### src/rtl/wb_stage_pkg.sv
// Shared MIPS pipeline definitions: datapath sizes, load-type encodings, M/W register layout.
package mips_defs;

    localparam int DW = 32;
    localparam int AW = 5;

    localparam logic [2:0] LD_W  = 3'd0;
    localparam logic [2:0] LD_B  = 3'd1;
    localparam logic [2:0] LD_BU = 3'd2;
    localparam logic [2:0] LD_H  = 3'd3;
    localparam logic [2:0] LD_HU = 3'd4;

    typedef struct packed {
        logic          reg_write;
        logic          mem_to_reg;
        logic [2:0]    load_type;
        logic [1:0]    byte_off;
        logic [AW-1:0] write_reg;
        logic [DW-1:0] alu_out;
        logic [DW-1:0] read_data;
    } mw_t;

endpackage

### src/rtl/wb_stage_if.sv
// Mul/div result handshake into the writeback stage; producer holds fields until md_ready.
interface wb_stage_if #(
    parameter int DW = mips_defs::DW,
    parameter int AW = mips_defs::AW
);
    logic          md_valid;
    logic [AW-1:0] md_reg;
    logic [DW-1:0] md_data;
    logic          md_ready;

    modport master (output md_valid, output md_reg, output md_data, input md_ready);
    modport slave  (input md_valid, input md_reg, input md_data, output md_ready);
endinterface

### src/rtl/wb_stage_load_extract.sv
// Big-endian load lane extraction with sign/zero extension for byte and halfword loads.
// Latency: combinational.
// Backpressure: none.
module load_extract
    import mips_defs::*;
#(
    parameter int DW = mips_defs::DW
) (
    input  logic [DW-1:0] rd_word,
    input  logic [2:0]    load_type,
    input  logic [1:0]    byte_off,
    output logic [DW-1:0] result
);

    logic [7:0]  lane;
    logic [15:0] half;

    always_comb begin
        case (byte_off)
            2'd0:    lane = rd_word[31:24];
            2'd1:    lane = rd_word[23:16];
            2'd2:    lane = rd_word[15:8];
            default: lane = rd_word[7:0];
        endcase
        // Halfword loads ignore the low offset bit; misalignment is not trapped.
        half = byte_off[1] ? rd_word[15:0] : rd_word[31:16];
    end

    always_comb begin
        case (load_type)
            LD_B:    result = {{(DW-8){lane[7]}}, lane};
            LD_BU:   result = {{(DW-8){1'b0}}, lane};
            LD_H:    result = {{(DW-16){half[15]}}, half};
            LD_HU:   result = {{(DW-16){1'b0}}, half};
            default: result = rd_word;
        endcase
    end

endmodule

### src/rtl/wb_stage.sv
// Writeback stage: M/W register, load extraction, RF write-port arbitration (pipeline over mul/div).
// Latency: M-stage inputs reach the RF write port 1 cycle later; md results are written the cycle they are accepted.
// Backpressure: md_ready drops while the W slot writes; after STARVE_MAX waiting cycles md_stall_req asks for a bubble.
module wb_stage
#(
    parameter int DW         = mips_defs::DW,
    parameter int AW         = mips_defs::AW,
    parameter int STARVE_MAX = 3
) (
    input  logic          clk,
    input  logic          reset,
    input  logic          stall_W,
    input  logic          reg_write_M,
    input  logic          mem_to_reg_M,
    input  logic [2:0]    load_type_M,
    input  logic [1:0]    byte_off_M,
    input  logic [AW-1:0] write_reg_M,
    input  logic [DW-1:0] alu_out_M,
    input  logic [DW-1:0] read_data_M,
    wb_stage_if.slave     md,
    output logic          md_stall_req,
    output logic          rw,
    output logic [AW-1:0] write_add,
    output logic [DW-1:0] data_in,
    output logic          reg_write_W,
    output logic [AW-1:0] write_reg_W,
    output logic [DW-1:0] result_W
);
    import mips_defs::*;

    localparam logic [1:0] STARVE_LIM = 2'(STARVE_MAX);

    mw_t           mw_q;
    logic [DW-1:0] load_data;
    logic          pipe_wr;
    logic          md_xfer;
    logic [1:0]    starve_cnt;

    always_ff @(posedge clk) begin
        if (reset) begin
            mw_q <= '0;
        end else if (!stall_W) begin
            mw_q <= '{reg_write:  reg_write_M,
                      mem_to_reg: mem_to_reg_M,
                      load_type:  load_type_M,
                      byte_off:   byte_off_M,
                      write_reg:  write_reg_M,
                      alu_out:    alu_out_M,
                      read_data:  read_data_M};
        end
    end

    load_extract #(.DW(DW)) u_load_extract (
        .rd_word   (mw_q.read_data),
        .load_type (mw_q.load_type),
        .byte_off  (mw_q.byte_off),
        .result    (load_data)
    );

    assign result_W    = mw_q.mem_to_reg ? load_data : mw_q.alu_out;
    assign reg_write_W = mw_q.reg_write;
    assign write_reg_W = mw_q.write_reg;
    assign pipe_wr     = mw_q.reg_write && (mw_q.write_reg != '0);

    // Pipeline owns the port; md gets it whenever the W slot is not writing.
    always_comb begin
        rw          = 1'b0;
        write_add   = '0;
        data_in     = '0;
        md.md_ready = 1'b0;
        if (!reset) begin
            if (pipe_wr) begin
                rw        = 1'b1;
                write_add = mw_q.write_reg;
                data_in   = result_W;
            end else if (md.md_valid) begin
                md.md_ready = 1'b1;
                rw          = (md.md_reg != '0);
                write_add   = md.md_reg;
                data_in     = md.md_data;
            end else begin
                md.md_ready = 1'b1;
            end
        end
    end

    assign md_xfer = md.md_valid && md.md_ready;

    always_ff @(posedge clk) begin
        if (reset) begin
            starve_cnt <= '0;
        end else if (!md.md_valid || md_xfer) begin
            starve_cnt <= '0;
        end else if (starve_cnt != STARVE_LIM) begin
            starve_cnt <= starve_cnt + 2'd1;
        end
    end

    assign md_stall_req = !reset && (starve_cnt == STARVE_LIM);

endmodule

### src/flat_wrapper.sv
// flat-port wrapper written by rule: the top's interface ports become plain ports
module wb_stage_flat import mips_defs::*;
#(
    parameter int DW         = mips_defs::DW,
    parameter int AW         = mips_defs::AW,
    parameter int STARVE_MAX = 3
)
  (clk, reset, stall_W, reg_write_M, mem_to_reg_M, load_type_M, byte_off_M, write_reg_M, alu_out_M, read_data_M, md_stall_req, rw, write_add, data_in, reg_write_W, write_reg_W, result_W, md_md_valid, md_md_reg, md_md_data, md_md_ready);
  wb_stage_if #(.DW(DW), .AW(AW)) md_i ();
  input  logic clk;
  input  logic reset;
  input  logic stall_W;
  input  logic reg_write_M;
  input  logic mem_to_reg_M;
  input  logic [2:0] load_type_M;
  input  logic [1:0] byte_off_M;
  input  logic [AW-1:0] write_reg_M;
  input  logic [DW-1:0] alu_out_M;
  input  logic [DW-1:0] read_data_M;
  output logic md_stall_req;
  output logic rw;
  output logic [AW-1:0] write_add;
  output logic [DW-1:0] data_in;
  output logic reg_write_W;
  output logic [AW-1:0] write_reg_W;
  output logic [DW-1:0] result_W;
  input wire logic [$bits(md_i.md_valid)-1:0] md_md_valid;
  input wire logic [$bits(md_i.md_reg)-1:0] md_md_reg;
  input wire logic [$bits(md_i.md_data)-1:0] md_md_data;
  output wire logic [$bits(md_i.md_ready)-1:0] md_md_ready;
  assign md_i.md_valid = md_md_valid;
  assign md_i.md_reg = md_md_reg;
  assign md_i.md_data = md_md_data;
  assign md_md_ready = md_i.md_ready;
  wb_stage #(.DW(DW), .AW(AW), .STARVE_MAX(STARVE_MAX)) u_core (.clk(clk), .reset(reset), .stall_W(stall_W), .reg_write_M(reg_write_M), .mem_to_reg_M(mem_to_reg_M), .load_type_M(load_type_M), .byte_off_M(byte_off_M), .write_reg_M(write_reg_M), .alu_out_M(alu_out_M), .read_data_M(read_data_M), .md(md_i), .md_stall_req(md_stall_req), .rw(rw), .write_add(write_add), .data_in(data_in), .reg_write_W(reg_write_W), .write_reg_W(write_reg_W), .result_W(result_W));
endmodule
### config.mk
export PLATFORM = sky130hd
export DESIGN_NAME = wb_stage_flat
export DESIGN_NICKNAME = d
export VERILOG_FILES = /design/src/rtl/wb_stage_pkg.sv /design/src/rtl/wb_stage_if.sv /design/src/rtl/wb_stage_load_extract.sv /design/src/rtl/wb_stage.sv /design/src/flat_wrapper.sv
export SDC_FILE = /design/constraint.sdc
export NUM_CORES = 1
export LEC_CHECK = 0
export CORE_ASPECT_RATIO = 1.1
export CORE_MARGIN = 1.5
export CORE_UTILIZATION = 44
export CTS_CLUSTER_SIZE = 24
export DETAILED_ROUTE_END_ITERATION = 10
export HOLD_SLACK_MARGIN = 0.06
export PLACE_DENSITY = 0.81
export SYNTH_ARGS = -nofsm -noshare
export SYNTH_HDL_FRONTEND = slang
export SYNTH_SLANG_ARGS = --single-unit
### constraint.sdc
create_clock -name clk -period 2 [get_ports clk]
set_clock_uncertainty 0.1 [all_clocks]
set_input_delay 0.2 -clock clk [delete_from_list [all_inputs] [get_ports clk]]
set_output_delay 0.2 -clock clk [all_outputs]
set_load 0.02 [all_outputs]
Word-level counts from Yosys, hierarchy flattened
Index checks and enable logic that the tools add are counted.
{"block": "word_totals", "register_bits": 78, "in_bits": 117, "out_inout_bits": 78, "elab_cells": 42}
{"block": "op_classes", "n_addsub": 1, "n_eq_ne": 8, "n_mux": 15, "n_reduce_logical": 10}
{"op": "two-way mux 32 bit", "n": 4}
{"op": "case mux 32 bit (4 select lines)", "n": 1}
{"op": "case mux 8 bit (3 select lines)", "n": 1}
{"op": "two-way mux 16 bit", "n": 1}
{"op": "two-way mux 5 bit", "n": 3}
{"op": "nonzero test 5 bit", "n": 2}
{"op": "== test 3 x 2 -> 1 bit, second input constant", "n": 2}
{"op": "two-way mux 1 bit", "n": 5}
{"op": "== test 2 bit, second input constant", "n": 2}
{"op": "== test 3 x 1 -> 1 bit, second input constant", "n": 1}
{"op": "== test 3 bit, second input constant", "n": 1}
{"op": "logical AND 1 bit", "n": 3}
{"op": "adder 2 x 1 -> 2 bit, second input constant", "n": 1}
{"op": "== test 2 x 1 -> 1 bit, second input constant", "n": 1}
{"op": "zero test 1 bit", "n": 2}
{"op": "zero test 2 bit", "n": 1}
{"op": "inequality test 2 bit, second input constant", "n": 1}
{"op": "OR reduction 2 bit", "n": 1}
{"op": "logical OR 1 bit", "n": 1}

Logic depth before layout (Yosys ltp)
Gate-level depths: netlist of the first run.
{"block": "logic_depth", "depth_word": 7, "ltp_mapped": 7, "mapped_depth_nobuf": 4}

Modules after synthesis
From an unflattened synthesis of the first run, not the netlist that was laid out.
{"block": "hier_totals", "cells_unflattened": 607, "hier_area_um2": 5586.6}
{"mod": "wb_stage", "n_inst": 1, "cells_each": 485, "area_per_inst_um2": 4549.4, "seq_area_each_um2": 1561.5}
{"mod": "load_extract", "n_inst": 1, "cells_each": 122, "area_per_inst_um2": 1037.2, "seq_area_each_um2": 0.0}

Worst setup path before layout of the first run
OpenSTA, ideal clock, no wires.
{"block": "synth_path", "kind": "reg2out", "startpoint": "reg u_core.mw_q, in the netlist u_core.reg_write_W", "endpoint": "out data_in[10]", "t_arrival_ns": 1.892, "required_ns": 1.700, "slack_ns": -0.192, "stages_incl_launch_ff": 6, "n_path_buf": 2, "cell_sequence": "dfxtp_1 > a21bo_2 > buf_4 > or2_2 > clkbuf_1 > o31ai_1"}
{"block": "synth_via", "elab_chain_cells": 3}
{"element": "start, declared", "line_no": "wb_stage.sv:33", "text": "mw_t mw_q;"}
{"element": "start signal, assigned", "line_no": "wb_stage.sv:43", "text": "mw_q <= '{reg_write: reg_write_M,"}
{"element": "logical AND 1 bit", "line_no": "wb_stage.sv:63", "text": "assign pipe_wr = mw_q.reg_write && (mw_q.write_reg != '0);"}
{"element": "two-way mux 32 bit", "line_no": "wb_stage.sv:72", "text": "if (pipe_wr) begin"}
{"element": "two-way mux 32 bit", "line_no": "wb_stage.sv:71", "text": "if (!reset) begin"}
{"element": "end, declared", "line_no": "flat_wrapper.sv:23", "text": "output logic [DW-1:0] data_in;"}
No other way between the ends.

Worst setup path in the final report of the first run
{"block": "layout_path", "startpoint": "reg u_core.mw_q[73] (netlist name)", "endpoint": "out data_in[13]"}
{"block": "layout_via", "elab_chain_cells": 5, "word_cells_on_any_way": 8, "classes_between": "eq/ne: 4; mux: 4"}
{"element": "== test 3 bit (tied with other cells)", "line_no": "wb_stage_load_extract.sv:30", "text": "case (load_type)"}
{"element": "case mux 32 bit (4 select lines) *", "line_no": "wb_stage_load_extract.sv:30"}
{"element": "two-way mux 32 bit *", "line_no": "wb_stage.sv:60", "text": "assign result_W = mw_q.mem_to_reg ? load_data : mw_q.alu_out;"}
{"element": "two-way mux 32 bit *", "line_no": "wb_stage.sv:72"}
{"element": "two-way mux 32 bit *", "line_no": "wb_stage.sv:71"}
Every way passes the cells marked *; elsewhere a longest branch is shown, timed or not.

==> impl_metrics.csv, run 1 <==
group,metric,value,unit
floorplanning,die_h,114,um
floorplanning,core,10900,um^2
final_layout,stdcell_area,8870,um^2
logic_synthesis,async_flop_share,0,
placement,port-buffer-count,194,
power_and_ir_drop,seqPwrFrac,0.322,
logic_synthesis,ys_ff_latch,78,
route,vias,6021,
floorplanning,start_util,0.452,
timing,rsz0062_at_grt,"true",
logic_synthesis,synth_area_leader_cell,"dfxtp_1",
final_layout,nets,951,
power_and_ir_drop,power_per_cell_area,604,nW/um^2
worst_setup_path,crit_family,"simple AND/OR/NAND/NOR gates",
logic_synthesis,syn_inst,566,
grt,first_global_vias,5971,
logic_synthesis,synth_top_area_frac,0.317,
route,wl_per_cell,23.6,um
final_layout,area_growth,79.8,%
power_and_ir_drop,p_leak,3.64,nW
grt,grt_start_max_net_pins,46,
power_and_ir_drop,pwr-share-comb,0.356,
logic_synthesis,ys_types,54,
logic_synthesis,synth_edf_count,0,
clock_tree,cts_hold_buf,0,
final_layout,antenna_cells,0,
logic_synthesis,syn_avg_cell_area,8.71,um^2
route,drt_iter0_drc,464,
final_layout,utilization,0.813,
timing,hold_violations,0,
floorplanning,dieArea,11800,um^2
route,ant_nets,0,
timing,final.setup.tns,-29.08,ns
final_layout,drive_above_1_share,0.426,
worst_setup_path,crit_path_max_incr_delay,0.47,ns
clock_tree,cts_tree,"built",
floorplanning,die_w,104,um
worst_setup_path,worst_path_most_repeated_cell,"buf_4",
logic_synthesis,synth.area.top_cells,"dfxtp_1, mux2i_1, nor2_1",
timing,fin_hold_ws,0.332,ns
clock_tree,clock_sinks,78,
final_layout,final_cell_mix,"clkdlybuf4s50_1, buf_4, nor2_1",
clock_tree,insertion_delay,0.36,ns
timing,timing.final.crit_share,1.27,
worst_setup_path,path_class,"reg2out",
worst_setup_path,cp_slowest_cell,"or3_1",
status,status,"finished, violations left",
worst_setup_path,cp_num_buf_inv,3,
worst_setup_path,critPathMaxFanout,11,
timing,maxSlewViolCount,0,
grt,grt_use_total,0.355,
placement,dp_hpwl,14.4,mm
route,vias_per_cell,6.11,
timing,period_minus_slack,2.54,ns
worst_setup_path,worstPathCellList,"buf_4, or3_1, nand2_4, buf_12, a211oi_2, o31ai_2, buf_4",
logic_synthesis,syn_area,4930,um^2
power_and_ir_drop,p_int,3.56,mW
worst_setup_path,cp.arrival,2.24,ns
timing,clock.fmax,394,MHz
run,cap_violations,0,
power_and_ir_drop,p_sw,1.79,mW
timing,tightest_slew,0.482,ns
clock_tree,cts.path.max_buffers,2,
power_and_ir_drop,power,5.35,mW
grt,grt_pass1_wl,32.4,mm
timing,slew_headroom,0.679,
placement,placed_cells,960,
timing,final-setup-viol-count,71,
logic_synthesis,syn_nets,684,
timing,finalWorstSetupSlack,-0.541,ns
route,first_pass_iters,5,
worst_setup_path,startpoint_type,"flip-flop",
power_and_ir_drop,power_frac_clock,0.322,
placement,placed_cell_area,7920,um^2
route,drt-total-wl,23.3,mm
clock_tree,cts_buffers,9,
grt,antenna_found_initial,0,
route,drc_errors,0,
logic_synthesis,synthFlopType,"dfxtp_1",
logic_synthesis,ys_warn_count,0,
clock_tree,clk_pin_slew_worst_paths,0.06,ns
floorplanning,io_pins,195,
clock_tree,htreeDepth,3,
floorplanning,rows,40,
status,violations,"setup timing",
power_and_ir_drop,ir_worst_vdd,521,uV
clock_tree,root_buffer,"clkbuf_16",
logic_synthesis,ys_seq_area_frac,0.317,
placement,routabilityCongestion,0.953,
hold_path,hold_class,"in2reg",
power_and_ir_drop,power.share.switching,0.334,
worst_setup_path,cp.required,1.70,ns
placement,dp_slack,-0.635,ns
grt,grt_overflow_total,0,
final_layout,final_cells,985,
final_layout,final_common_cell,"clkdlybuf4s50_1",
worst_setup_path,worstSetupEndpointType,"output pin",
[power by group through the flow]
| stage | logic, mW | registers (mW) | clock network (mW) |
|---|---|---|---|
| CTS | 1.76 | 1.71 | 1.68 |
| detailed placement | 1.61 | 1.74 | 0 |
| global route | 1.98 | 1.72 | 1.77 |
| floorplan | 0.808 | 1.74 | 0 |
| global placement | 1.58 | 1.74 | 0 |
| finish | 1.91 | 1.72 | 1.72 |
[final cells by class]
cell class,instances,area [um^2]
flip-flops and latches,78,1580
well taps,147,184
repair buffers,314,2990
multi-input cells,424,3790
inverters,6,25.0
clock inverters,7,73.8
fillers,641,2040
clock buffers,9,225
[per-layer routing]
metal / track usage / wire, um / up-vias
met4: 0.216 / 1510 / 0
li1: - / - / 2594
met5: 0 / 0 / -
met2: 0.625 / 11500 / 370
met3: 0.0800 / 1690 / 118
met1: 0.392 / 8560 / 2939
[sequential cells by signal, summed over array words and instances (netlist names)]
| signal | count |
|---|---|
| u_core.starve_cnt | 2 |
| u_core.reg_write_W | 1 |
| u_core.mw_q | 70 |
| u_core.write_reg_W | 5 |
[logic make-up (layout without fill, tap and decap cells)]
kind of cell | Yosys count | count (layout) | synth area share
compound gates | 135 | 135 | 0.199
xor+xnor | 3 | 3 | 0.00838
fa+ha+maj | 1 | 1 | 0.00254
buf+inv | 64 | 336 | 0.0634
flops | 78 | 78 | 0.317
mux | 109 | 109 | 0.247
simple gates | 176 | 176 | 0.162
[synth_stat cells, drive strengths merged, types with 2 or more instances]
cell type	count
a22o	8
or4b	2
nor3	2
a22oi	16
nand2b	10
a221oi	2
or2	2
buf	30
nand2	41
nor2	94
mux2i	79
inv	5
nand3	11
o22ai	22
a211oi	8
o21ai	32
o31ai	6
and2	2
mux2	22
a21oi	10
or3b	2
a31oi	16
o2bb2ai	2
xor2	2
mux4	8
o2111ai	8
dfxtp	78
clkbuf	28
a32oi	2
nor2b	3
[worst reg2reg max path, delay by kind of cell (launching register included)]
family | cells | cell delay [ns]
buffers and inverters | 2 | 0.24
DFF | 1 | 0.33
and+or+nand+nor | 2 | 0.39
AOI/OAI and AO/OA | 1 | 0.23
[worst paths after layout]
path | start | depth (start not counted) | endpoint | slack [ns]
worst min-delay path | stall_W | 4 | u_core.mw_q[45]$_SDFFE_PP0N_ | 0.33
worst min register to register | u_core.mw_q[50]$_SDFFE_PP0N_ | 2 | u_core.mw_q[50]$_SDFFE_PP0N_ | 0.40
worst max-delay path | u_core.mw_q[73]$_SDFFE_PP0N_ | 7 | data_in[13] | -0.54
worst max register to register | u_core.write_reg_W[0]$_SDFFE_PP0N_ | 5 | u_core.starve_cnt[0]$_SDFFE_PP0P_ | 0.60
[repair_timing]
| item | CTS | global route |
|---|---|---|
| setup endpoints to repair | 71 | 72 |
| endpoints found under the hold margin | 0 | 0 |
| gates cloned | 1 | 0 |
| gates resized for setup | 452 | 54 |
| buffers inserted | 5 | 7 |
| pin swaps | 53 | 35 |
Note: power is estimated with default switching activity, not from simulation.
==> run 2: changes to the inputs <==
--- a/config.mk
+++ b/config.mk
@@ -6,12 +6,13 @@
 export NUM_CORES = 1
 export LEC_CHECK = 0
 export CORE_ASPECT_RATIO = 1.1
-export CORE_MARGIN = 1.5
+export CORE_MARGIN = 5
 export CORE_UTILIZATION = 44
 export CTS_CLUSTER_SIZE = 24
 export DETAILED_ROUTE_END_ITERATION = 10
 export HOLD_SLACK_MARGIN = 0.06
 export PLACE_DENSITY = 0.81
+export SKIP_CTS_REPAIR_TIMING = 1
 export SYNTH_ARGS = -nofsm -noshare
 export SYNTH_HDL_FRONTEND = slang
 export SYNTH_SLANG_ARGS = --single-unit
==> run 2 against run 1 <==
Against the previous run: the run still ends with setup timing left; largest cell class unchanged; critical path depth is the same; global-route usage is 7.3 points lower; routed wire length shrank 7.1%; flip-flop and latch count unchanged; fmax decreased by 0.79%; sequential power about the same.
==> impl_metrics.csv, run 2 (synthesis results as in run 1) <==
group,metric,value,unit
route,vias,5799,
grt,grt_start_max_net_pins,77,
grt,grt_overflow_total,0,
worst_setup_path,cp.arrival,2.26,ns
hold_path,min_to,"u_core.reg_write_W$_SDFFE_PP0N_",
floorplanning,io_pins,195,
route,ant_nets,0,
clock_tree,insertion_delay,0.35,ns
run,cap_violations,0,
route,drc_errors,0,
grt,grt_use_total,0.282,
placement,port-buffer-count,194,
timing,hold_violations,0,
worst_setup_path,crit_path_max_incr_delay,0.56,ns
clock_tree,cts_buffers,9,
timing,fin_hold_ws,0.358,ns
final_layout,area_growth,76.1,%
worst_setup_path,cp_num_buf_inv,3,
route,first_pass_iters,7,
power_and_ir_drop,power,5.26,mW
clock_tree,cts.path.max_buffers,2,
worst_setup_path,crit_family,"simple AND/OR/NAND/NOR gates",
timing,rsz0062_at_grt,"true",
clock_tree,clk_pin_slew_worst_paths,0.07,ns
floorplanning,die_h,121,um
clock_tree,root_buffer,"clkbuf_16",
worst_setup_path,worstSetupEndpointType,"output pin",
final_layout,antenna_cells,0,
timing,maxSlewViolCount,0,
clock_tree,htreeDepth,3,
worst_setup_path,startpoint_type,"flip-flop",
timing,clock.fmax,390,MHz
worst_setup_path,r2r-start,"u_core.write_reg_W[3]$_SDFFE_PP0N_",
final_layout,final_cells,990,
floorplanning,core,11000,um^2
timing,timing.final.crit_share,1.28,
hold_path,min-delay-start,"reg_write_M",
final_layout,drive_above_1_share,0.397,
worst_setup_path,cp.required,1.70,ns
final_layout,top_register,"u_core.mw_q",
grt,first_global_vias,5681,
route,vias_per_cell,5.86,
final_layout,utilization,0.792,
route,drt_iter0_drc,528,
placement,placed_cell_area,7920,um^2
placement,placed_cells,959,
power_and_ir_drop,ir_worst_vdd,501,uV
power_and_ir_drop,power_per_cell_area,606,nW/um^2
power_and_ir_drop,p_leak,3.63,nW
route,wl_per_cell,21.8,um
placement,routabilityCongestion,0.916,
floorplanning,die_w,111,um
placement,dp_slack,-0.606,ns
worst_setup_path,cp-startpoint,"u_core.mw_q[73]$_SDFFE_PP0N_",
floorplanning,dieArea,13400,um^2
timing,tightest_slew,0.579,ns
grt,grt_pass1_wl,30.1,mm
worst_setup_path,path_class,"reg2out",
timing,final.setup.tns,-28.70,ns
status,status,"finished, violations left",
timing,finalWorstSetupSlack,-0.561,ns
floorplanning,start_util,0.450,
placement,dp_hpwl,15.0,mm
hold_path,hold_path_depth,3,
final_layout,largest_reg_flops,70,
timing,slew_headroom,0.614,
final_layout,nets,956,
status,violations,"setup timing",
worst_setup_path,reg2regPathDepth,4,
worst_setup_path,r2r_setup_slack,0.68,ns
timing,final-setup-viol-count,71,
hold_path,hold_class,"in2reg",
worst_setup_path,r2r_end,"u_core.starve_cnt[1]$_SDFFE_PP0P_",
final_layout,stdcell_area,8680,um^2
clock_tree,cts_tree,"built",
route,drt-total-wl,21.6,mm
final_layout,final_common_cell,"clkdlybuf4s50_1",
worst_setup_path,cp_slowest_cell,"or4b_4",
grt,antenna_found_initial,0,
timing,period_minus_slack,2.56,ns
worst_setup_path,critPathMaxFanout,6,
final_layout,final_cell_mix,"clkdlybuf4s50_1, buf_4, nor2_1",
worst_setup_path,worstPathCellList,"or4b_4, o221ai_4, buf_12, buf_6, a211oi_4, o31ai_2, buf_4",
clock_tree,clock_sinks,78,
floorplanning,rows,40,
run 2: layout make-up:
type / count / area, um^2
inverter: 6 / 22.5
clock buffer: 9 / 225
sequential: 78 / 1580
tap: 147 / 184
fill: 661 / 2280
multi-input combinational: 424 / 3600
timing repair buffer: 319 / 3000
clock inverter: 7 / 72.6
run 2: power breakdown:
group | total, mW | switching, mW | internal, mW
Combinational | 1.84 | 0.900 | 0.940
Clock | 1.70 | 0.727 | 0.972
Sequential | 1.72 | 0.0729 | 1.65
run 2: worst max-delay path by stage:
| stage | cells after the start | to | slack, ns |
|---|---|---|---|
| after CTS | 5 | data_in[13] | -1.06 |
| after detailed placement | 5 | data_in[13] | -0.61 |
| final | 7 | data_in[13] | -0.56 |
| after global placement | 7 | data_in[21] | -0.58 |
| after floorplan | 5 | data_in[10] | -0.08 |
| after global routing | 7 | data_in[21] | -0.61 |
run 2: worst register-to-register path, cell delays in order, from the launching register on:
cell and delay, ns:
dfxtp_2 0.33, nor4_4 0.31, a21bo_2 0.23, buf_12 0.17
nor3_1 0.08
run 2: per-layer routing:
layer,GRT usage,routed length (um)
met5,0,0
met4,0.144,1150
met3,0.0519,1240
met2,0.483,10700
met1,0.337,8500
